<file path="config.mk">
export PLATFORM = sky130hd
export DESIGN_NAME = dprintf_mux
export DESIGN_NICKNAME = d
export VERILOG_FILES = /design/src/rtl/dprintf_pkg.sv /design/src/rtl/dprintf_rr_arbiter.sv /design/src/rtl/dprintf_mux.sv
export SDC_FILE = /design/constraint.sdc
export NUM_CORES = 1
export LEC_CHECK = 0
export ABC_AREA = 1
export CAP_MARGIN = 5
export CORE_AREA = 4 4 283 285
export CTS_CLUSTER_DIAMETER = 60
export CTS_CLUSTER_SIZE = 40
export DETAILED_ROUTE_END_ITERATION = 12
export DIE_AREA = 0 0 287 289
export PLACE_DENSITY = 0.5
export SLEW_MARGIN = 20
export SYNTH_ARGS = -nofsm -noshare
export SYNTH_HDL_FRONTEND = slang
export SYNTH_SLANG_ARGS = --single-unit
</file>
<file path="constraint.sdc">
create_clock -name clk -period 5.7 [get_ports clk]
set_input_delay 1.14 -clock clk [delete_from_list [all_inputs] [get_ports clk]]
set_output_delay 1.14 -clock clk [all_outputs]
set_load 0.05 [all_outputs]
</file>
<file path="src/rtl/dprintf_pkg.sv">
// Shared types and constants for the teletext dprintf concentrator.
package dprintf_pkg;

  localparam int ARB_RR              = 0;
  localparam int ARB_PRIORITY        = 1;
  localparam int TELETEXT_ROW_STRIDE = 40;

  localparam int DPRINTF_ADDR_W = 16;
  localparam int DPRINTF_DATA_W = 64;

  typedef struct packed {
    logic                      valid;
    logic [DPRINTF_ADDR_W-1:0] address;
    logic [DPRINTF_DATA_W-1:0] data_0;
    logic [DPRINTF_DATA_W-1:0] data_1;
  } t_dprintf_req;

  typedef enum logic [1:0] {
    ST_IDLE,
    ST_BUSY,
    ST_ACK
  } t_state;

  // Width of a channel index; a single channel still needs one bit.
  function automatic int idx_w(input int n);
    return (n > 1) ? $clog2(n) : 1;
  endfunction

endpackage

</file>
<file path="src/rtl/dprintf_rr_arbiter.sv">
// Combinational arbiter: round-robin from last_grant+1, or lowest index first.
module dprintf_rr_arbiter
  import dprintf_pkg::*;
#(
  parameter  int N_REQ = 4,
  localparam int IDX_W = idx_w(N_REQ)
) (
  input  logic [N_REQ-1:0] valid_i,
  input  logic [IDX_W-1:0] last_grant_i,
  input  logic             priority_i,
  output logic             any_o,
  output logic [N_REQ-1:0] grant_o,
  output logic [IDX_W-1:0] grant_idx_o
);

  int               cand;
  logic [IDX_W-1:0] cand_idx;

  always_comb begin
    // NOTE: every output and temporary gets a default before the loop so no path infers a latch.
    any_o       = 1'b0;
    grant_o     = '0;
    grant_idx_o = '0;
    cand        = 0;
    cand_idx    = '0;
    for (int off = 0; off < N_REQ; off++) begin
      cand     = priority_i ? off : (int'(last_grant_i) + 1 + off) % N_REQ;
      cand_idx = IDX_W'(cand);
      if (!any_o && valid_i[cand_idx]) begin
        any_o             = 1'b1;
        grant_o[cand_idx] = 1'b1;
        grant_idx_o       = cand_idx;
      end
    end
  end

endmodule

</file>
<file path="src/rtl/dprintf_mux.sv">
// Merges N_REQ dprintf requesters onto one registered request/ack port,
// relocating each channel's address by its index times ADDR_STRIDE.
module dprintf_mux
  import dprintf_pkg::*;
#(
  parameter int N_REQ       = 4,
  parameter int ADDR_W      = 16,
  parameter int DATA_W      = 64,
  parameter int ADDR_STRIDE = 0,
  parameter int ARB_MODE    = ARB_RR
) (
  input  logic                    clk,
  input  logic                    clk__enable,
  input  logic                    reset,
  input  logic [N_REQ-1:0]        dprintf_req__valid,
  input  logic [N_REQ*ADDR_W-1:0] dprintf_req__address,
  input  logic [N_REQ*DATA_W-1:0] dprintf_req__data_0,
  input  logic [N_REQ*DATA_W-1:0] dprintf_req__data_1,
  output logic [N_REQ-1:0]        dprintf_ack,
  output logic                    dprintf_out_req__valid,
  output logic [ADDR_W-1:0]       dprintf_out_req__address,
  output logic [DATA_W-1:0]       dprintf_out_req__data_0,
  output logic [DATA_W-1:0]       dprintf_out_req__data_1,
  input  logic                    dprintf_out_ack
);

  localparam int IDX_W = idx_w(N_REQ);

  t_state            state_q;
  logic [IDX_W-1:0]  last_grant_q;
  logic              out_valid_q;
  logic [ADDR_W-1:0] out_addr_q;
  logic [DATA_W-1:0] out_data_0_q;
  logic [DATA_W-1:0] out_data_1_q;
  logic [N_REQ-1:0]  ack_q;

  logic              any_valid;
  logic [N_REQ-1:0]  grant;
  logic [IDX_W-1:0]  grant_idx;
  logic [ADDR_W-1:0] out_addr_d;
  logic [DATA_W-1:0] out_data_0_d;
  logic [DATA_W-1:0] out_data_1_d;

  dprintf_rr_arbiter #(
    .N_REQ(N_REQ)
  ) u_arbiter (
    .valid_i     (dprintf_req__valid),
    .last_grant_i(last_grant_q),
    .priority_i  (ARB_MODE == ARB_PRIORITY),
    .any_o       (any_valid),
    .grant_o     (grant),
    .grant_idx_o (grant_idx)
  );

  // Per-channel offset is a constant in each unrolled branch, so no multiplier.
  always_comb begin
    out_addr_d   = '0;
    out_data_0_d = '0;
    out_data_1_d = '0;
    for (int c = 0; c < N_REQ; c++) begin
      if (grant[c]) begin
        out_addr_d   = dprintf_req__address[c*ADDR_W +: ADDR_W] + ADDR_W'(c * ADDR_STRIDE);
        out_data_0_d = dprintf_req__data_0[c*DATA_W +: DATA_W];
        out_data_1_d = dprintf_req__data_1[c*DATA_W +: DATA_W];
      end
    end
  end

  // last_grant_q doubles as the index of the transfer in flight.
  always_ff @(posedge clk) begin
    // NOTE: state uses non-blocking assignments so every register samples pre-edge values.
    if (reset) begin
      state_q      <= ST_IDLE;
      last_grant_q <= IDX_W'(N_REQ - 1);
      out_valid_q  <= 1'b0;
      out_addr_q   <= '0;
      out_data_0_q <= '0;
      out_data_1_q <= '0;
      ack_q        <= '0;
    end else if (clk__enable) begin
      case (state_q)
        ST_IDLE: begin
          if (any_valid) begin
            last_grant_q <= grant_idx;
            out_valid_q  <= 1'b1;
            out_addr_q   <= out_addr_d;
            out_data_0_q <= out_data_0_d;
            out_data_1_q <= out_data_1_d;
            state_q      <= ST_BUSY;
          end
        end
        ST_BUSY: begin
          if (dprintf_out_ack) begin
            out_valid_q <= 1'b0;
            ack_q       <= N_REQ'(1) << last_grant_q;
            state_q     <= ST_ACK;
          end
        end
        ST_ACK: begin
          ack_q   <= '0;
          state_q <= ST_IDLE;
        end
        default: state_q <= ST_IDLE;
      endcase
    end
  end

  assign dprintf_ack              = ack_q;
  assign dprintf_out_req__valid   = out_valid_q;
  assign dprintf_out_req__address = out_addr_q;
  assign dprintf_out_req__data_0  = out_data_0_q;
  assign dprintf_out_req__data_1  = out_data_1_q;

endmodule

</file>
==> results of run 1 <==
[metal layers]
metal	share of wire, %	wire, µm	GRT usage [%]	vias to the layer above
met1	39	27600	18.2	6994
met3	8.4	5960	5.24	62
met2	51	35900	29.3	577
met5	0.044	31	0	-
met4	1.7	1190	3.95	4
li1	-	-	-	7950
[metrics by stage]
| step | utilization (%) | area [µm²] | cells |
|---|---|---|---|
| global route | 26.6 | 20600 | 3844 |
| CTS | 26.6 | 20600 | 3842 |
| floorplan | - | 11600 | 2154 |
| global placement | 25.9 | 20000 | 3810 |
| finish | 26.7 | 20600 | 3847 |
| detailed placement | 25.9 | 20000 | 3810 |
[worst min-delay path, cell delays in order (launching register included)]
cell                      delay, ns
sky130_fd_sc_hd__dfxtp_1       0.31
sky130_fd_sc_hd__nand2_1       0.06
sky130_fd_sc_hd__a21oi_1       0.05
[registers in the layout, summed over array words and instances, names as in the netlist]
register / cells
dprintf_out_req__data_0: 64
dprintf_out_req__data_1: 64
dprintf_out_req__address: 16
dprintf_ack: 4
last_grant_q: 2
state_q: 2
dprintf_out_req__valid: 1
[power groups by stage]
stage,registers (mW),clock network [mW],logic [mW]
final,1.44,1.25,10.8
after global routing,1.46,1.34,12.2
after CTS,1.44,1.32,11.0
after detailed placement,1.46,0,10.9
after global placement,1.46,0,11.0
after floorplan,2.10,0,6.76
[cells in the final DEF (no fill, tap or decap), types with 7 or more instances in the layout]
| master | count |
|---|---|
| sky130_fd_sc_hd__clkbuf_16 | 17 |
| sky130_fd_sc_hd__buf_4 | 29 |
| sky130_fd_sc_hd__a21oi_1 | 586 |
| sky130_fd_sc_hd__clkdlybuf4s50_1 | 731 |
| sky130_fd_sc_hd__dfxtp_1 | 153 |
| sky130_fd_sc_hd__nor2_1 | 8 |
| sky130_fd_sc_hd__nand2_1 | 910 |
| sky130_fd_sc_hd__ha_1 | 7 |
| sky130_fd_sc_hd__inv_1 | 302 |
| sky130_fd_sc_hd__buf_12 | 12 |
[kinds of logic after synthesis]
logic type / share of synthesized area (%)
AOI/OAI and AO/OA: 25.6
adders and majority gates: 0.756
DFF: 26.4
and+or+nand+nor: 31.1
buffers and inverters: 16.1
[path summary, 6_finish.rpt]
path	slack, ns	depth (start not counted)	startpoint	to
worst max-delay path	2.00	13	dprintf_req__valid[2]	dprintf_out_req__data_1[53]
worst min register to register	0.46	2	dprintf_out_req__address[15]	dprintf_out_req__address[15]
worst max register to register	2.07	13	last_grant_q[0]	dprintf_out_req__data_1[53]
worst min-delay path	0.46	2	dprintf_out_req__address[15]	dprintf_out_req__address[15]
[cell type report]
class | count | area, µm² | area share [%]
Multi-Input combinational cell | 1539 | 6710 | 32.5
Timing Repair Buffer | 773 | 7790 | 37.8
Clock buffer | 18 | 439 | 2.13
Tap cell | 1040 | 1300 | 6.31
Clock inverter | 14 | 153 | 0.741
Antenna cell | 5 | 12.5 | 0.0607
Sequential cell | 153 | 3060 | 14.9
Inverter | 305 | 1150 | 5.58
==> impl_metrics.json, run 1 <==
{
  "run_status": "finished, final reports clean",
  "p_total_mw": 13.5,
  "path_common_cell": "sky130_fd_sc_hd__nand2_1",
  "synth-main-ff-cell": "sky130_fd_sc_hd__dfxtp_1",
  "hold_viol_final": 0,
  "count_of_cell_types_in_the_netlist": 24,
  "dp.final_hpwl_um": 54200,
  "max_freq_ghz": 0.271,
  "totalWireLength_um": 70700,
  "setup-tns-final_ns": 0,
  "routed_wire_length_per_instance_um": 18.4,
  "cpLargestDelayFamily": "simple AND/OR/NAND/NOR gates",
  "postSynthCellCount": 2154,
  "timing.critical_path.cells": "clkdlybuf4s50_1, inv_1, nand2_1, nand3_2, nand2_2, nor2_2, a22oi_1, nand3_4, buf_4, a21oi_1, nand2_1, nand2_1, a21oi_1",
  "power.share.combinational_pct": 80.1,
  "worst_setup_hold_path_clk_slew_ns": 0.08,
  "post_synth.cell_area_avg_um2": 5.38,
  "firstDrtPassIters": 7,
  "power.density_mw_per_mm2": 655,
  "fillerInstances": 8812,
  "grt_setup_unrepaired": "false",
  "yosysTopAreaCell": "sky130_fd_sc_hd__nand2_1",
  "global_route_wire_length_before_repair_um": 99900,
  "detail_route.drc_violations": 0,
  "fp.dieW_um": 287,
  "core_area_mm2": 0.0773,
  "first_global_vias": 15200,
  "synthesis.yosys.warnings": 0,
  "area_growth_synth_to_finish_pct": 77.9,
  "p_sw_share_pct": 58.7,
  "worst-endpoint-arrival_ns": 4.04,
  "numCtsBuffers": 17,
  "final_ant_viol_nets": 0,
  "die_area_mm2": 0.0829,
  "final-setup-viol-count": 0,
  "fin_skew_ns": 0.0148,
  "period_share_pct": 64.8,
  "routabilityCongestion": 0.881,
  "vdd.ir_drop.worst_v": 0.000508,
  "post-route-worst-setup-slack_ns": 2.00,
  "cp_max_fo": 47,
  "cts.sink_count": 153,
  "synth.most_common_cell": "sky130_fd_sc_hd__nand2_1",
  "detailedRoute.firstIterationViolations": 730,
  "pwr-share-seq_pct": 10.6,
  "grt_util_all_layers_pct": 16.1,
  "ys_seq_area_share_pct": 26.4,
  "clock-root-buffer": "sky130_fd_sc_hd__clkbuf_16",
  "timing.critical_path.from_type": "input port",
  "hp-class": "flip-flop to flip-flop",
  "share_clk_of_total_power_pct": 9.3,
  "worst_slew_margin_rel_pct": 44.5,
  "drv_cap": 0,
  "dp_worst_setup_slack_ns": 1.45,
  "power_leakage_nw": 9.52,
  "grt_start_max_net_pins": 117,
  "post_drt_via_cell_ratio": 4.05,
  "yosys.area.top_type_share_pct": 29.5,
  "drive_gt1_share_pct": 3.25,
  "synthArstFlopShare_pct": 0,
  "post-cts-setup-buffer-count": 0,
  "critical_path_buf_inv_count": 3,
  "post_cts_resized": 0,
  "commonest_cells_in_the_synthesized_netlist": "sky130_fd_sc_hd__nand2_1, sky130_fd_sc_hd__a21oi_1, sky130_fd_sc_hd__inv_1",
  "i_o_pins": 733,
  "finalWorstPathRequiredPeriod_ns": 3.70,
  "net_switching_component_of_the_power_mw": 7.93,
  "post_synth_edffs": 0,
  "initial_antenna_violation_count": 14,
  "worstSkewPairLatency_ns": 0.49,
  "worst_path_largest_cell_delay_ns": 0.67,
  "worst-slew-pin-transition_ns": 0.832,
  "synthesis.nets": 2745,
  "cts_tree": "built",
  "ctsHoldBuffers": 0,
  "fp-row-count": 102,
  "io_buffers": 732,
  "power.internal_mw": 5.57,
  "ys_seq_elements": 153,
  "timing_max_transition_violations_final": 0,
  "die_height_um": 289,
  "total_number_of_vias": 15600,
  "synth.cell_area_mm2": 0.0116,
  "required_ns": 6.05,
  "gr-total-overflow": 0,
  "h-tree-depth": 4,
  "fin_worst_hold_slack_ns": 0.464,
  "cts_max_path_buffers": 2,
  "worstSetupEndpointType": "flip-flop",
  "start_util_pct": 15.0,
  "timing.critical_path.slowest_stage_cell": "sky130_fd_sc_hd__nand3_4",
  "critPathKind": "input port to flip-flop",
  "finalNetCount": 3380,
  "synth.top_cells.by_area": "sky130_fd_sc_hd__nand2_1, sky130_fd_sc_hd__dfxtp_1, sky130_fd_sc_hd__a21oi_1"
}
Note: power is estimated with default switching activity, not from simulation.
==> run 2, diff against run 1 <==
--- a/config.mk
+++ b/config.mk
@@ -7,12 +7,12 @@
 export LEC_CHECK = 0
 export ABC_AREA = 1
 export CAP_MARGIN = 5
-export CORE_AREA = 4 4 283 285
+export CORE_AREA = 4 4 285 287
 export CTS_CLUSTER_DIAMETER = 60
 export CTS_CLUSTER_SIZE = 40
 export DETAILED_ROUTE_END_ITERATION = 12
-export DIE_AREA = 0 0 287 289
-export PLACE_DENSITY = 0.5
+export DIE_AREA = 0 0 289 291
+export PLACE_DENSITY = 0.51
 export SLEW_MARGIN = 20
 export SYNTH_ARGS = -nofsm -noshare
 export SYNTH_HDL_FRONTEND = slang
==> constraint.sdc (replaced) <==
create_clock -name clk -period 3.2 [get_ports clk]
set_input_delay 0.64 -clock clk [delete_from_list [all_inputs] [get_ports clk]]
set_output_delay 0.64 -clock clk [all_outputs]
set_load 0.05 [all_outputs]
==> impl_metrics.json, run 2 (synthesized netlist as in run 1, its figures left out) <==
{
  "worstSetupEndpointType": "flip-flop",
  "cts.sink_count": 153,
  "critical_path_buf_inv_count": 4,
  "dpl_cell_area_mm2": 0.0208,
  "cpLargestDelayFamily": "compound AO/OA/AOI/OAI gates",
  "drive_gt1_share_pct": 5.67,
  "design_area_mm2": 0.0214,
  "fp.dieW_um": 289,
  "worst-slew-pin-transition_ns": 0.865,
  "cts_max_path_buffers": 2,
  "ctsHoldBuffers": 0,
  "detail_route.drc_violations": 0,
  "hp-class": "flip-flop to flip-flop",
  "area_growth_synth_to_finish_pct": 84.5,
  "routabilityCongestion": 0.913,
  "grt_util_all_layers_pct": 15.7,
  "power.density_mw_per_mm2": 1200,
  "total_number_of_vias": 15700,
  "power_leakage_nw": 9.94,
  "worst_path_largest_cell_delay_ns": 0.41,
  "hold_viol_final": 0,
  "routed_wire_length_per_instance_um": 17.8,
  "firstDrtPassIters": 5,
  "timing.critical_path.cells": "inv_1, ha_1, inv_1, nand3_2, nand2_2, nor2_2, a21oi_1, nand3_4, buf_12, buf_12, a21oi_1, nand2_1, nand2_1, nand2_1, a21oi_1",
  "footprint_of_the_multi_input_gates_mm2": 0.00671,
  "timing_max_transition_violations_final": 0,
  "worst-endpoint-arrival_ns": 3.24,
  "detailedRoute.firstIterationViolations": 655,
  "run_status": "finished, final reports clean",
  "core_area_mm2": 0.0786,
  "die_height_um": 291,
  "h-tree-depth": 4,
  "cts_tree": "built",
  "die_area_mm2": 0.0841,
  "first_global_vias": 15500,
  "global_route_wire_length_before_repair_um": 99400,
  "timing.critical_path.from_type": "flip-flop",
  "dp_cells": 3893,
  "i_o_pins": 733,
  "totalWireLength_um": 69900,
  "drv_cap": 0,
  "numCtsBuffers": 17,
  "grt_setup_unrepaired": "false",
  "post_drt_via_cell_ratio": 4.01,
  "max_freq_ghz": 0.352,
  "worst_setup_hold_path_clk_slew_ns": 0.08,
  "grt_start_max_net_pins": 65,
  "post_cts_resized": 0,
  "dp.final_hpwl_um": 56700,
  "fillerInstances": 8850,
  "finalWorstPathRequiredPeriod_ns": 2.84,
  "worst_slew_margin_rel_pct": 42.2,
  "fin_cells": 3926,
  "clock-root-buffer": "sky130_fd_sc_hd__clkbuf_16",
  "timing.critical_path.slowest_stage_cell": "sky130_fd_sc_hd__dfxtp_1",
  "fin_skew_ns": 0.0161,
  "p_total_mw": 25.7,
  "worstSkewPairLatency_ns": 0.48,
  "period_share_pct": 88.9,
  "post-cts-setup-buffer-count": 0,
  "setup-tns-final_ns": 0,
  "start_util_pct": 14.7,
  "required_ns": 3.60,
  "initial_antenna_violation_count": 9,
  "io_buffers": 732,
  "critPathKind": "flip-flop to flip-flop",
  "layout.cells.most_common_list": "sky130_fd_sc_hd__nand2_1, sky130_fd_sc_hd__clkdlybuf4s50_1, sky130_fd_sc_hd__a21oi_1",
  "final-setup-viol-count": 0,
  "cp_max_fo": 27,
  "final_ant_viol_nets": 0,
  "vdd.ir_drop.worst_v": 0.000788,
  "fin_util_pct": 27.2,
  "gr-total-overflow": 0,
  "layout_commonest_cell": "sky130_fd_sc_hd__nand2_1",
  "finalNetCount": 3453,
  "seq_area_mm2": 0.00306,
  "fp-row-count": 103
}
## run 2: cell count changes in the layout (fill, tap and decap cells not counted)
cell / previous run / this run
sky130_fd_sc_hd__clkinvlp_4: 1 / 4
sky130_fd_sc_hd__buf_12: 12 / 30
sky130_fd_sc_hd__buf_4: 29 / 84
sky130_fd_sc_hd__inv_8: 4 / 2
sky130_fd_sc_hd__diode_2: 5 / 1
sky130_fd_sc_hd__clkinv_4: 4 / 3
sky130_fd_sc_hd__inv_6: 5 / 4
sky130_fd_sc_hd__clkbuf_1: 0 / 1
## run 2: where the power goes
part | leakage [nW] | internal (mW) | total (mW) | switching (mW)
clock | 0.271 | 1.11 | 2.17 | 1.05
combinational | 8.42 | 7.84 | 21.0 | 13.1
sequential | 1.25 | 2.33 | 2.54 | 0.208
total | 9.94 | 11.3 | 25.7 | 14.4
## run 2: tightest hold or removal path, delay by kind of cell (launching register included)
kind | cells | cell delay, ns
and+or+nand+nor | 1 | 0.06
DFF | 1 | 0.31
AOI/OAI and AO/OA | 1 | 0.05
## run 2: path summary, 6_finish.rpt
check / depth (start not counted) / startpoint / endpoint / slack, ns
setup / recovery: 15 / last_grant_q[1] / dprintf_out_req__data_1[57] / 0.36
hold / removal: 2 / dprintf_out_req__data_0[62] / dprintf_out_req__data_0[62] / 0.46
hold reg to reg: 2 / dprintf_out_req__data_0[62] / dprintf_out_req__data_0[62] / 0.46
setup reg to reg: 15 / last_grant_q[1] / dprintf_out_req__data_1[57] / 0.36
## run 2: layout make-up
class / instances / area share (%)
tap: 1050 / 6.15
clock inverter: 13 / 0.632
timing repair buffer: 846 / 40.0
multi-input combinational: 1539 / 31.4
inverter: 305 / 5.38
clock buffer: 19 / 2.07
antenna: 1 / 0.0117
sequential: 153 / 14.3
## run 2: routing by layer
layer | share of wire [%] | GRT usage [%] | vias up
met2 | 50 | 28.4 | 566
met4 | 2.0 | 3.95 | 8
li1 | - | - | 8093
met5 | 0.074 | 0 | -
met3 | 8.5 | 5.17 | 73
met1 | 40 | 17.7 | 7000
## run 2: through the flow
stage,setup slack [ns],hold slack [ns]
finish,0.356,0.464
global route,0.165,0.481
CTS,0.379,0.466
detailed placement,0.0776,0.454
global placement,0.0880,0.451
floorplan,0.813,0.455
